File: config.mk
export PLATFORM = sky130hd
export DESIGN_NAME = vx_alu_dotp
export DESIGN_NICKNAME = d
export VERILOG_FILES = /design/src/rtl/vx_alu_dotp.sv
export SDC_FILE = /design/constraint.sdc
export NUM_CORES = 1
export LEC_CHECK = 0
export CORE_MARGIN = 1
export CORE_UTILIZATION = 56
export DETAILED_ROUTE_END_ITERATION = 10
export PLACE_DENSITY = 0.89
export REMOVE_ABC_BUFFERS = 1
export SYNTH_ARGS = -nofsm -noshare
export SYNTH_HDL_FRONTEND = slang
export SYNTH_SLANG_ARGS = --single-unit
File: constraint.sdc
create_clock -name clk -period 3 [get_ports clk]
set_clock_uncertainty 0.15 [all_clocks]
set_input_delay 0.45 -clock clk [delete_from_list [all_inputs] [get_ports clk]]
set_output_delay 0.45 -clock clk [all_outputs]
set_load 0.02 [all_outputs]
File: src/rtl/vx_alu_dotp.sv
// vx_alu_dotp: pipelined packed-integer dot product with optional rs3 accumulate.
// Build option: define DOTP_INT4_EN to add the int4 element mode (op_mode[0]).
module vx_alu_dotp #(
    parameter int NUM_LANES = 1,
    parameter int XLEN      = 32,
    parameter int LATENCY   = 2,
    parameter int TAG_WIDTH = 1
) (
    input  logic                      clk,
    input  logic                      reset,
    input  logic                      valid_in,
    output logic                      ready_in,
    input  logic [2:0]                op_mode,
    input  logic [NUM_LANES*XLEN-1:0] rs1_data,
    input  logic [NUM_LANES*XLEN-1:0] rs2_data,
    input  logic [NUM_LANES*XLEN-1:0] rs3_data,
    input  logic [TAG_WIDTH-1:0]      tag_in,
    output logic                      valid_out,
    input  logic                      ready_out,
    output logic [NUM_LANES*XLEN-1:0] data_out,
    output logic [TAG_WIDTH-1:0]      tag_out
);

    localparam int DW = NUM_LANES * XLEN;
    localparam int N8 = XLEN / 8;

    // Products are widened to XLEN before summing; the full-precision
    // sum always fits, so the XLEN-wide total equals the extended sum.
    function automatic logic [XLEN-1:0] dot8(
        input logic [XLEN-1:0] a,
        input logic [XLEN-1:0] b,
        input logic            uns
    );
        logic [XLEN-1:0]    acc;
        logic signed [8:0]  ea;
        logic signed [8:0]  eb;
        logic signed [17:0] p;
        acc = '0;
        for (int k = 0; k < N8; k++) begin
            ea  = {~uns & a[k*8+7], a[k*8 +: 8]};
            eb  = {~uns & b[k*8+7], b[k*8 +: 8]};
            p   = ea * eb;
            acc = acc + {{(XLEN-18){p[17]}}, p};
        end
        return acc;
    endfunction

`ifdef DOTP_INT4_EN
    localparam int N4 = XLEN / 4;

    function automatic logic [XLEN-1:0] dot4(
        input logic [XLEN-1:0] a,
        input logic [XLEN-1:0] b,
        input logic            uns
    );
        logic [XLEN-1:0]   acc;
        logic signed [4:0] ea;
        logic signed [4:0] eb;
        logic signed [9:0] p;
        acc = '0;
        for (int k = 0; k < N4; k++) begin
            ea  = {~uns & a[k*4+3], a[k*4 +: 4]};
            eb  = {~uns & b[k*4+3], b[k*4 +: 4]};
            p   = ea * eb;
            acc = acc + {{(XLEN-10){p[9]}}, p};
        end
        return acc;
    endfunction
`endif

    // Per-lane add so a wrap in one lane never carries into the next.
    function automatic logic [DW-1:0] lane_add(
        input logic [DW-1:0] s,
        input logic [DW-1:0] a,
        input logic          use_acc
    );
        logic [DW-1:0] r;
        r = '0;
        for (int i = 0; i < NUM_LANES; i++) begin
            r[i*XLEN +: XLEN] = s[i*XLEN +: XLEN]
                              + (use_acc ? a[i*XLEN +: XLEN] : '0);
        end
        return r;
    endfunction

    logic                 en;
    logic [DW-1:0]        sum_c;
    logic [LATENCY-1:0]   vld_q;
    logic [LATENCY-1:0]   vld_d;
    logic [LATENCY-1:0]   acc_en_q;
    logic [LATENCY-1:0]   acc_en_d;
    logic [DW-1:0]        data_q [LATENCY];
    logic [DW-1:0]        data_d [LATENCY];
    logic [DW-1:0]        rs3_q  [LATENCY];
    logic [DW-1:0]        rs3_d  [LATENCY];
    logic [TAG_WIDTH-1:0] tag_q  [LATENCY];
    logic [TAG_WIDTH-1:0] tag_d  [LATENCY];
    logic                 unused_bits;

    assign en        = ready_out | ~valid_out;
    assign ready_in  = en;
    assign valid_out = vld_q[LATENCY-1];
    assign data_out  = data_q[LATENCY-1];
    assign tag_out   = tag_q[LATENCY-1];

`ifdef DOTP_INT4_EN
    assign unused_bits = ^{rs3_q[LATENCY-1], acc_en_q[LATENCY-1]};
`else
    assign unused_bits = ^{rs3_q[LATENCY-1], acc_en_q[LATENCY-1], op_mode[0]};
`endif

    // Per-lane extended dot-product sum of the incoming operands.
    always_comb begin
        sum_c = '0;
        for (int i = 0; i < NUM_LANES; i++) begin
`ifdef DOTP_INT4_EN
            if (op_mode[0])
                sum_c[i*XLEN +: XLEN] = dot4(rs1_data[i*XLEN +: XLEN],
                                             rs2_data[i*XLEN +: XLEN],
                                             op_mode[1]);
            else
                sum_c[i*XLEN +: XLEN] = dot8(rs1_data[i*XLEN +: XLEN],
                                             rs2_data[i*XLEN +: XLEN],
                                             op_mode[1]);
`else
            sum_c[i*XLEN +: XLEN] = dot8(rs1_data[i*XLEN +: XLEN],
                                         rs2_data[i*XLEN +: XLEN],
                                         op_mode[1]);
`endif
        end
    end

    // Next contents of every stage; the last stage folds in rs3.
    always_comb begin
        vld_d[0]    = valid_in;
        acc_en_d[0] = op_mode[2];
        rs3_d[0]    = rs3_data;
        tag_d[0]    = tag_in;
        data_d[0]   = (LATENCY == 1)
                    ? lane_add(sum_c, rs3_data, op_mode[2])
                    : sum_c;
        for (int s = 1; s < LATENCY; s++) begin
            vld_d[s]    = vld_q[s-1];
            acc_en_d[s] = acc_en_q[s-1];
            rs3_d[s]    = rs3_q[s-1];
            tag_d[s]    = tag_q[s-1];
            data_d[s]   = (s == LATENCY - 1)
                        ? lane_add(data_q[s-1], rs3_q[s-1], acc_en_q[s-1])
                        : data_q[s-1];
        end
    end

    // Pipeline registers advance together under the global enable.
    always_ff @(posedge clk or posedge reset) begin
        if (reset) begin
            vld_q    <= '0;
            acc_en_q <= '0;
            for (int s = 0; s < LATENCY; s++) begin
                data_q[s] <= '0;
                rs3_q[s]  <= '0;
                tag_q[s]  <= '0;
            end
        end else if (en) begin
            vld_q    <= vld_d;
            acc_en_q <= acc_en_d;
            for (int s = 0; s < LATENCY; s++) begin
                data_q[s] <= data_d[s];
                rs3_q[s]  <= rs3_d[s];
                tag_q[s]  <= tag_d[s];
            end
        end
    end

endmodule

==> impl_metrics.json, run 1 <==
{
  "grt_pass1_wl_um": 87240,
  "fmax_mhz": 134.5,
  "numPortBuffers": 137,
  "yosys_register_bits": 90,
  "rr_endpoint": "data_out[20]",
  "start_kind": "input port",
  "synthFlopType": "dfrtp_1",
  "firstDrtPassIters": 6,
  "grt_pass1_vias": 17995,
  "antenna_found_initial": 2,
  "cts.sinks": 90,
  "grt_start_max_net_pins": 110,
  "finalSetupViolCount": 34,
  "cts_root_buf": "clkbuf_16",
  "synth_area_leaders": "fa_1 43%, dfrtp_1 12%, inv_1 9.4%",
  "dieArea_sq_mm": 0.03421,
  "synth_area_leader_cell": "fa_1",
  "cts-hold-fix-buffers": 0,
  "synth_warnings": 0,
  "cts-htree-levels": 3,
  "syn_area_sq_mm": 0.01874,
  "hold_path_class": "reg -> reg",
  "drv_slew": 0,
  "cp.arrival_ns": 7.50,
  "vias": 16117,
  "r2r-start": "acc_en_q[0]",
  "num_io_pins": 139,
  "die_h_um": 185.0,
  "cp.required_ns": 3.06,
  "final_nets": 3031,
  "ys_async_sr_fraction": 1.000,
  "whs_endpoint": "rs3_d[18]",
  "ys_seq_area_frac": 0.1202,
  "num_rows": 66,
  "start_util": 0.5732,
  "r2r_slack_ns": -0.30,
  "syn_to_final_growth_pct": 28.69,
  "synth_top_area_frac": 0.4304,
  "insertion_delay_ns": 0.36,
  "drc_errors": 0,
  "whs_path_depth": 2,
  "clk_pin_slew_ns": 0.06,
  "synthTopCellsByCount": "467 x inv_1, 403 x fa_1, 326 x nand2_1, 162 x and2_1, 134 x ha_1",
  "cpPeakStageDelay_ns": 0.55,
  "post_drt_via_cell_ratio": 5.677,
  "maxCapViolCount": 0,
  "grt_overflow": 0,
  "yosysMostFrequentCell": "inv_1",
  "cp_slowest_cell": "fa_2",
  "hpwl_um": 40620,
  "dp_cells": 2761,
  "r2r_cells": 14,
  "drtIter0Drc": 1355,
  "layout-drive-gt1-share": 0.2626,
  "crit_type": "in -> reg",
  "fin_crit_sh": 2.479,
  "cpMostUsedCell": "fa_1",
  "postSynthAreaPerCell_sq_um": 9.148,
  "fin_util": 0.7376,
  "violations": "setup timing",
  "finalNonFillerCells": 2839,
  "globalRouteTotalUtil": 0.3328,
  "hold_viol": 0,
  "synth_edf_count": 0,
  "grt_setup_unrepaired": "true",
  "place_congestion": 0.9325,
  "slew_headroom": 0.6485,
  "core_area_sq_mm": 0.03270,
  "die_width_um": 185.0,
  "cts.path.max_buffers": 2,
  "crit_path_max_fanout": 7,
  "worstSetupEndpointType": "flop",
  "wirelength_um": 58680,
  "min_period_ns": 7.437,
  "cts_made_buffers": 9,
  "tritoncts": "yes",
  "synth_cells": 2049,
  "hp-start": "rs3_d[18]",
  "worstMarginPinSlew_ns": 0.5273,
  "worst_slack_ns": -4.437,
  "status": "finished, violations left",
  "wl_per_cell_um": 20.67,
  "ant_nets": 0,
  "synth.distinct_cells": 56
}
## cell usage in the layout, fill, tap and decap left out, types with 8 or more instances in the layout
| master | count |
|---|---|
| and2_4 | 25 |
| buf_2 | 17 |
| buf_4 | 225 |
| xnor2_1 | 28 |
| clkbuf_16 | 9 |
| a21oi_1 | 45 |
| inv_1 | 403 |
| nand2b_1 | 20 |
| nor3_1 | 8 |
| nor2b_4 | 10 |
| o21ai_0 | 22 |
| o21ai_1 | 9 |
| nand3_1 | 11 |
| a21oi_2 | 16 |
| dfrtp_1 | 89 |
| inv_2 | 62 |
| clkdlybuf4s15_2 | 8 |
| dlygate4sd2_1 | 9 |
| nand2_1 | 301 |
| nand2_2 | 18 |
| clkbuf_2 | 11 |
| clkdlybuf4s50_1 | 72 |
| xor2_1 | 18 |
| nor2_1 | 50 |
| ha_4 | 43 |
| ha_1 | 90 |
| buf_6 | 81 |
| fa_1 | 380 |
| o21ai_2 | 8 |
| and2_1 | 137 |
| fa_2 | 23 |
| a21o_1 | 14 |
## kinds of logic (layout without fill, tap and decap cells)
| logic type | after synthesis | count (layout) | synth area share |
|---|---|---|---|
| flip-flops | 90 | 90 | 0.1202 |
| multiplexers | 2 | 2 | 0.001135 |
| buffers and inverters | 574 | 920 | 0.1214 |
| AND/OR/NAND/NOR | 630 | 630 | 0.1590 |
| AO/OA/AOI/OAI | 166 | 166 | 0.05514 |
| adder cells (fa/ha/maj) | 537 | 537 | 0.5199 |
| other | 0 | 2 | 0 |
| XOR/XNOR | 50 | 50 | 0.02336 |
## per-layer routing
layer | vias up | routed length (um) | GRT usage
met5 | - | 0 | 0
met2 | 975 | 30190 | 0.6047
met4 | 0 | 5587 | 0.2559
li1 | 6711 | - | -
met1 | 8017 | 18480 | 0.3477
met3 | 414 | 4426 | 0.04522
## per-stage QoR
step | setup WS, ns | TNS [ns] | cell area, sq um | hold slack, ns
3_3_place_gp | -4.806 | -77.91 | 21980 | 0.2921
2_1_floorplan | -4.232 | -280.95 | 18220 | 0.2800
3_5_place_dp | -5.089 | -82.13 | 21980 | 0.2995
4_1_cts | -4.093 | -62.18 | 23560 | 0.3165
6_report | -4.437 | -67.09 | 24120 | 0.3138
5_1_grt | -4.559 | -70.72 | 24120 | 0.3414
## worst max path at each step
stage	start	to	slack (ns)	cells after the start
2_1_floorplan	rs1_data[31]	data_q[51]	-4.23	24
3_3_place_gp	op_mode[1]	data_q[51]	-4.81	27
3_5_place_dp	op_mode[1]	data_q[49]	-5.09	28
4_1_cts	op_mode[1]	data_q[49]	-4.09	29
5_1_grt	rs2_data[29]	data_q[51]	-4.56	25
6_report	rs2_data[29]	data_q[51]	-4.44	25
## timing repair
item	in CTS	in global routing
endpoints found under the setup margin	34	35
gates resized for setup	459	186
pin swaps	182	145
cloned	1	0
buffers inserted	45	24
## critical path, delay by kind of cell
kind | cells | cell delay (ns)
and+or+nand+nor | 2 | 0.55
buffers and inverters | 7 | 0.97
xor gates and xnor gates | 1 | 0.26
adders and majority gates | 9 | 4.17
AOI/OAI and AO/OA | 6 | 1.07
## state kept, by name, summed over array words and instances, names as in the netlist
signal    count
data_out     32
rs3_d        32
data_q       21
vld_q         2
acc_en_q      1
tag_d         1
tag_out       1
## layout make-up
cell class	count	area [sq um]
Multi-Input combinational cell	1385	15400
Fill cell	1970	8579
Timing Repair Buffer	437	3871
Sequential cell	90	2253
Inverter	467	1755
Tap cell	442	553.0
Clock buffer	10	239.0
Clock inverter	6	48.80
Antenna cell	2	5.005
Power of run 1 is left out: the tool's default activity adds up to more than one toggle a clock period on the data nets, which glitch-free logic cannot reach.
==> inputs of run 2 (changes only) <==
--- a/config.mk
+++ b/config.mk
@@ -9,7 +9,6 @@
 export CORE_UTILIZATION = 56
 export DETAILED_ROUTE_END_ITERATION = 10
 export PLACE_DENSITY = 0.89
-export REMOVE_ABC_BUFFERS = 1
 export SYNTH_ARGS = -nofsm -noshare
 export SYNTH_HDL_FRONTEND = slang
 export SYNTH_SLANG_ARGS = --single-unit
==> run 2 against run 1 <==
Compared with the run above:
- the flow still finishes with violations (setup timing)
- non-clock buffer count shrank 15
- design area shrank 0.33%
- global-route usage shrank 0.99 points
- highest routed layer unchanged
- count of clock-buffer cells in the layout is the same
- via count shrank 3.6%
- sequential share of layout area is essentially flat
==> impl_metrics.json, run 2 (synthesis results as in run 1) <==
{
  "cts.sinks": 90,
  "syn_to_final_growth_pct": 28.26,
  "worstSetupEndpointType": "flop",
  "status": "finished, violations left",
  "core_area_sq_mm": 0.03270,
  "layout-drive-gt1-share": 0.2647,
  "antenna_found_initial": 0,
  "drv_slew": 0,
  "globalRouteTotalUtil": 0.3229,
  "cts_root_buf": "clkbuf_16",
  "grt_setup_unrepaired": "true",
  "dp_cells": 2750,
  "hold_viol": 0,
  "worst_slack_ns": -4.162,
  "synth_fp_nets": 2690,
  "place_congestion": 0.9256,
  "dieArea_sq_mm": 0.03421,
  "tns_ns": -62.89,
  "fill_cells": 2077,
  "fmax_mhz": 139.6,
  "antenna_cells": 0,
  "hpwl_um": 40680,
  "place_area_sq_mm": 0.02225,
  "cp.arrival_ns": 7.23,
  "cp.required_ns": 3.07,
  "grt_pass1_wl_um": 84220,
  "maxCapViolCount": 0,
  "drtIter0Drc": 1213,
  "firstDrtPassIters": 6,
  "num_rows": 66,
  "fin_util": 0.7352,
  "post_drt_via_cell_ratio": 5.505,
  "hold_path_class": "reg -> reg",
  "vias": 15536,
  "insertion_delay_ns": 0.36,
  "seq_area_sq_mm": 0.002253,
  "wirelength_um": 55060,
  "grt_pass1_vias": 17259,
  "ant_nets": 0,
  "finalSetupViolCount": 28,
  "violations": "setup timing",
  "drc_errors": 0,
  "die_width_um": 185.0,
  "tritoncts": "yes",
  "num_io_pins": 139,
  "grt_start_max_net_pins": 69,
  "numPortBuffers": 137,
  "cts.path.max_buffers": 2,
  "crit_path_max_fanout": 7,
  "start_util": 0.5732,
  "clk_pin_slew_ns": 0.06,
  "final_nets": 3016,
  "multiInputGateArea_sq_mm": 0.01547,
  "stdcell_area_sq_mm": 0.02404,
  "grt_overflow": 0,
  "start_kind": "input port",
  "cts-htree-levels": 3,
  "wl_per_cell_um": 19.51,
  "slew_headroom": 0.4300,
  "crit_type": "in -> reg",
  "finalNonFillerCells": 2822,
  "fin_crit_sh": 2.387,
  "layout_commonest_cell": "inv_1",
  "cts_made_buffers": 9,
  "die_h_um": 185.0,
  "final_cell_mix": "400 x inv_1, 363 x fa_1, 299 x nand2_1",
  "min_period_ns": 7.162,
  "worstMarginPinSlew_ns": 0.8541
}
## run 2: area by class of cell
type	count	share of cell area
Clock inverter	6	0.002914
Clock buffer	10	0.009940
Tap cell	442	0.02300
Sequential cell	90	0.09373
Multi-Input combinational cell	1385	0.6436
Inverter	467	0.07302
Timing Repair Buffer	422	0.1538
## run 2: metal layers
| metal | global-route usage | wire (um) | vias to the layer above |
|---|---|---|---|
| met5 | 0 | 0 | - |
| met4 | 0.2172 | 4178 | 0 |
| met3 | 0.03441 | 3269 | 314 |
| met2 | 0.5916 | 29090 | 817 |
| met1 | 0.3519 | 18520 | 7722 |
| li1 | - | - | 6683 |
## run 2: timing repair
action / in CTS / in global routing
setup buffers: 36 / 33
pin swaps: 164 / 136
resized for setup: 397 / 177
hold buffers: 0 / 0
endpoints found under the hold margin: 0 / 0
endpoints found under the setup margin: 32 / 32
## run 2: through the flow
stage | setup WS (ns) | hold WS, ns
3_5_place_dp | -4.785 | 0.2983
6_report | -4.162 | 0.3078
5_1_grt | -4.324 | 0.3332
2_1_floorplan | -3.993 | 0.2800
3_3_place_gp | -4.720 | 0.2937
4_1_cts | -3.988 | 0.3122
## run 2: worst max-delay path, cell delays in order
cell and delay [ns]:
buf_12 0.13, buf_4 0.14, nor2b_4 0.20, nand2_4 0.10
fa_1 0.50, inv_1 0.06, fa_2 0.53, inv_2 0.04
fa_2 0.52, inv_2 0.04, fa_1 0.50, fa_1 0.57
inv_2 0.04, fa_2 0.43, fa_1 0.55, inv_2 0.04
fa_1 0.49, ha_4 0.19, or3_4 0.39, a211oi_4 0.26
o21ai_4 0.11, o41ai_4 0.34, o2111ai_1 0.15, a21oi_1 0.17
xor2_1 0.19, o21ai_1 0.08
## run 2: path summary, 6_finish.rpt
path	cells past startpoint	end	from	slack, ns
setup / recovery	26	data_q[51]	op_mode[1]	-4.16
hold reg to reg	2	rs3_d[27]	rs3_d[27]	0.31
max in group asynchronous	3	data_out[15]	reset	1.60
hold / removal	2	rs3_d[27]	rs3_d[27]	0.31
setup reg to reg	12	data_out[24]	acc_en_q[0]	-0.28
min in group asynchronous	2	data_out[2]	reset	0.42
Power of run 2 is left out for the same reason.
==> inputs of run 3 (changes only) <==
--- a/config.mk
+++ b/config.mk
@@ -9,6 +9,8 @@
 export CORE_UTILIZATION = 56
 export DETAILED_ROUTE_END_ITERATION = 10
 export PLACE_DENSITY = 0.89
+export REMOVE_ABC_BUFFERS = 1
+export SKIP_CTS_REPAIR_TIMING = 1
 export SYNTH_ARGS = -nofsm -noshare
 export SYNTH_HDL_FRONTEND = slang
 export SYNTH_SLANG_ARGS = --single-unit
==> run 3 against run 2 <==
Compared with the run above:
- the flow still finishes with violations (setup timing)
- global-route usage decreased by 3.0 points
- non-clock buffer count down 16
- maximum frequency fell by 1.5%
- critical endpoint unchanged
- via count is essentially flat
==> impl_metrics.json, run 3 (synthesis results as in run 1) <==
{
  "finalSetupViolCount": 31,
  "hold_viol": 0,
  "start_kind": "input port",
  "die_width_um": 185.0,
  "grt_start_max_net_pins": 110,
  "cpPeakStageDelay_ns": 0.57,
  "final_cell_mix": "431 x inv_1, 384 x fa_1, 307 x nand2_1",
  "cts.sinks": 90,
  "stdcell_area_sq_mm": 0.02358,
  "whs_path_depth": 2,
  "place_area_sq_mm": 0.02198,
  "globalRouteTotalUtil": 0.2924,
  "tritoncts": "yes",
  "cpMostUsedCell": "fa_1",
  "place_congestion": 0.9325,
  "dp_slack_ns": -5.089,
  "worstSetupEndpointType": "flop",
  "status": "finished, violations left",
  "cp_slowest_cell": "fa_1",
  "holdWs_ns": 0.3126,
  "die_h_um": 185.0,
  "numPortBuffers": 137,
  "grt_pass1_wl_um": 77500,
  "grt_setup_unrepaired": "true",
  "core_area_sq_mm": 0.03270,
  "worst_slack_ns": -4.270,
  "num_rows": 66,
  "crit_family": "adder cells",
  "dieArea_sq_mm": 0.03421,
  "wl_per_cell_um": 19.05,
  "path_buf_inv": 9,
  "firstDrtPassIters": 6,
  "start_util": 0.5732,
  "post_drt_via_cell_ratio": 5.536,
  "r2r_cells": 14,
  "path_depth": 28,
  "fill_cells": 2070,
  "syn_to_final_growth_pct": 25.82,
  "fin_crit_sh": 2.423,
  "clk_pin_slew_ns": 0.06,
  "slew_headroom": 0.6790,
  "wirelength_um": 53480,
  "grt_overflow": 0,
  "num_io_pins": 139,
  "min_period_ns": 7.270,
  "fmax_mhz": 137.6,
  "drv_slew": 0,
  "tns_ns": -65.98,
  "violations": "setup timing",
  "cts_made_buffers": 9,
  "ant_nets": 0,
  "layout_commonest_cell": "inv_1",
  "hold_path_class": "reg -> reg",
  "vias": 15539,
  "layout-drive-gt1-share": 0.2191,
  "maxCapViolCount": 0,
  "hpwl_um": 40620,
  "cp.arrival_ns": 7.34,
  "cts-htree-levels": 3,
  "crit_path_max_fanout": 5,
  "final_nets": 3000,
  "grt_pass1_vias": 16705,
  "antenna_found_initial": 1,
  "insertion_delay_ns": 0.36,
  "drc_errors": 0,
  "crit_type": "in -> reg",
  "cts_root_buf": "clkbuf_16",
  "cts.path.max_buffers": 2,
  "drtIter0Drc": 1094,
  "worstMarginPinSlew_ns": 0.4815,
  "cp.required_ns": 3.07
}
run 3: cell types whose count changed in the layout (fill, tap and decap cells not counted), sizes merged:
cell | previous run | this run
buf | 320 | 290
dlymetal6s2s | 0 | 25
clkdlybuf4s15 | 9 | 0
dlygate4sd2 | 8 | 0
clkbuf | 23 | 29
clkinvlp | 0 | 3
bufinv | 1 | 0
clkinv | 4 | 3
diode | 0 | 1
inv | 468 | 467
run 3: path summary, 6_finish.rpt:
kind                                   from           end  slack, ns
worst max-delay path             op_mode[1]    data_q[51]      -4.27
worst min-delay path              rs3_d[18]     rs3_d[18]       0.31
worst max register to register  acc_en_q[0]  data_out[24]      -0.33
worst min register to register    rs3_d[18]     rs3_d[18]       0.31
max in group asynchronous             reset   acc_en_q[0]       1.95
min in group asynchronous             reset     rs3_d[31]       0.37
run 3: tightest hold or removal path: cells and delay by family (launching register included):
| kind | cells | cell delay (ns) |
|---|---|---|
| flops | 1 | 0.34 |
| simple gates | 2 | 0.10 |
run 3: per-layer routing:
layer | global-route usage | vias to the layer above | wire length (um)
met5 | 0 | - | 0
met2 | 0.5256 | 834 | 28410
li1 | - | 6654 | -
met1 | 0.3264 | 7767 | 17830
met4 | 0.2017 | 0 | 4194
met3 | 0.03008 | 284 | 3046
run 3: per-stage QoR:
stage          cells    util
2_1_floorplan   1942       -
3_3_place_gp    2761  0.6723
3_5_place_dp    2761  0.6723
4_1_cts         2777  0.6811
5_1_grt         2807  0.7212
6_report        2807  0.7212
run 3: area by class of cell:
cell class / count / area [sq um] / share of cell area
multi-input cells: 1385 / 15130 / 0.6417
clock buffers: 10 / 239.0 / 0.01013
well taps: 442 / 553.0 / 0.02345
inverters: 467 / 1755 / 0.07443
clock inverters: 6 / 48.80 / 0.002069
diodes: 1 / 2.502 / 0.0001061
repair buffers: 406 / 3598 / 0.1526
flip-flops and latches: 90 / 2253 / 0.09555
Power of run 3 is left out for the same reason.
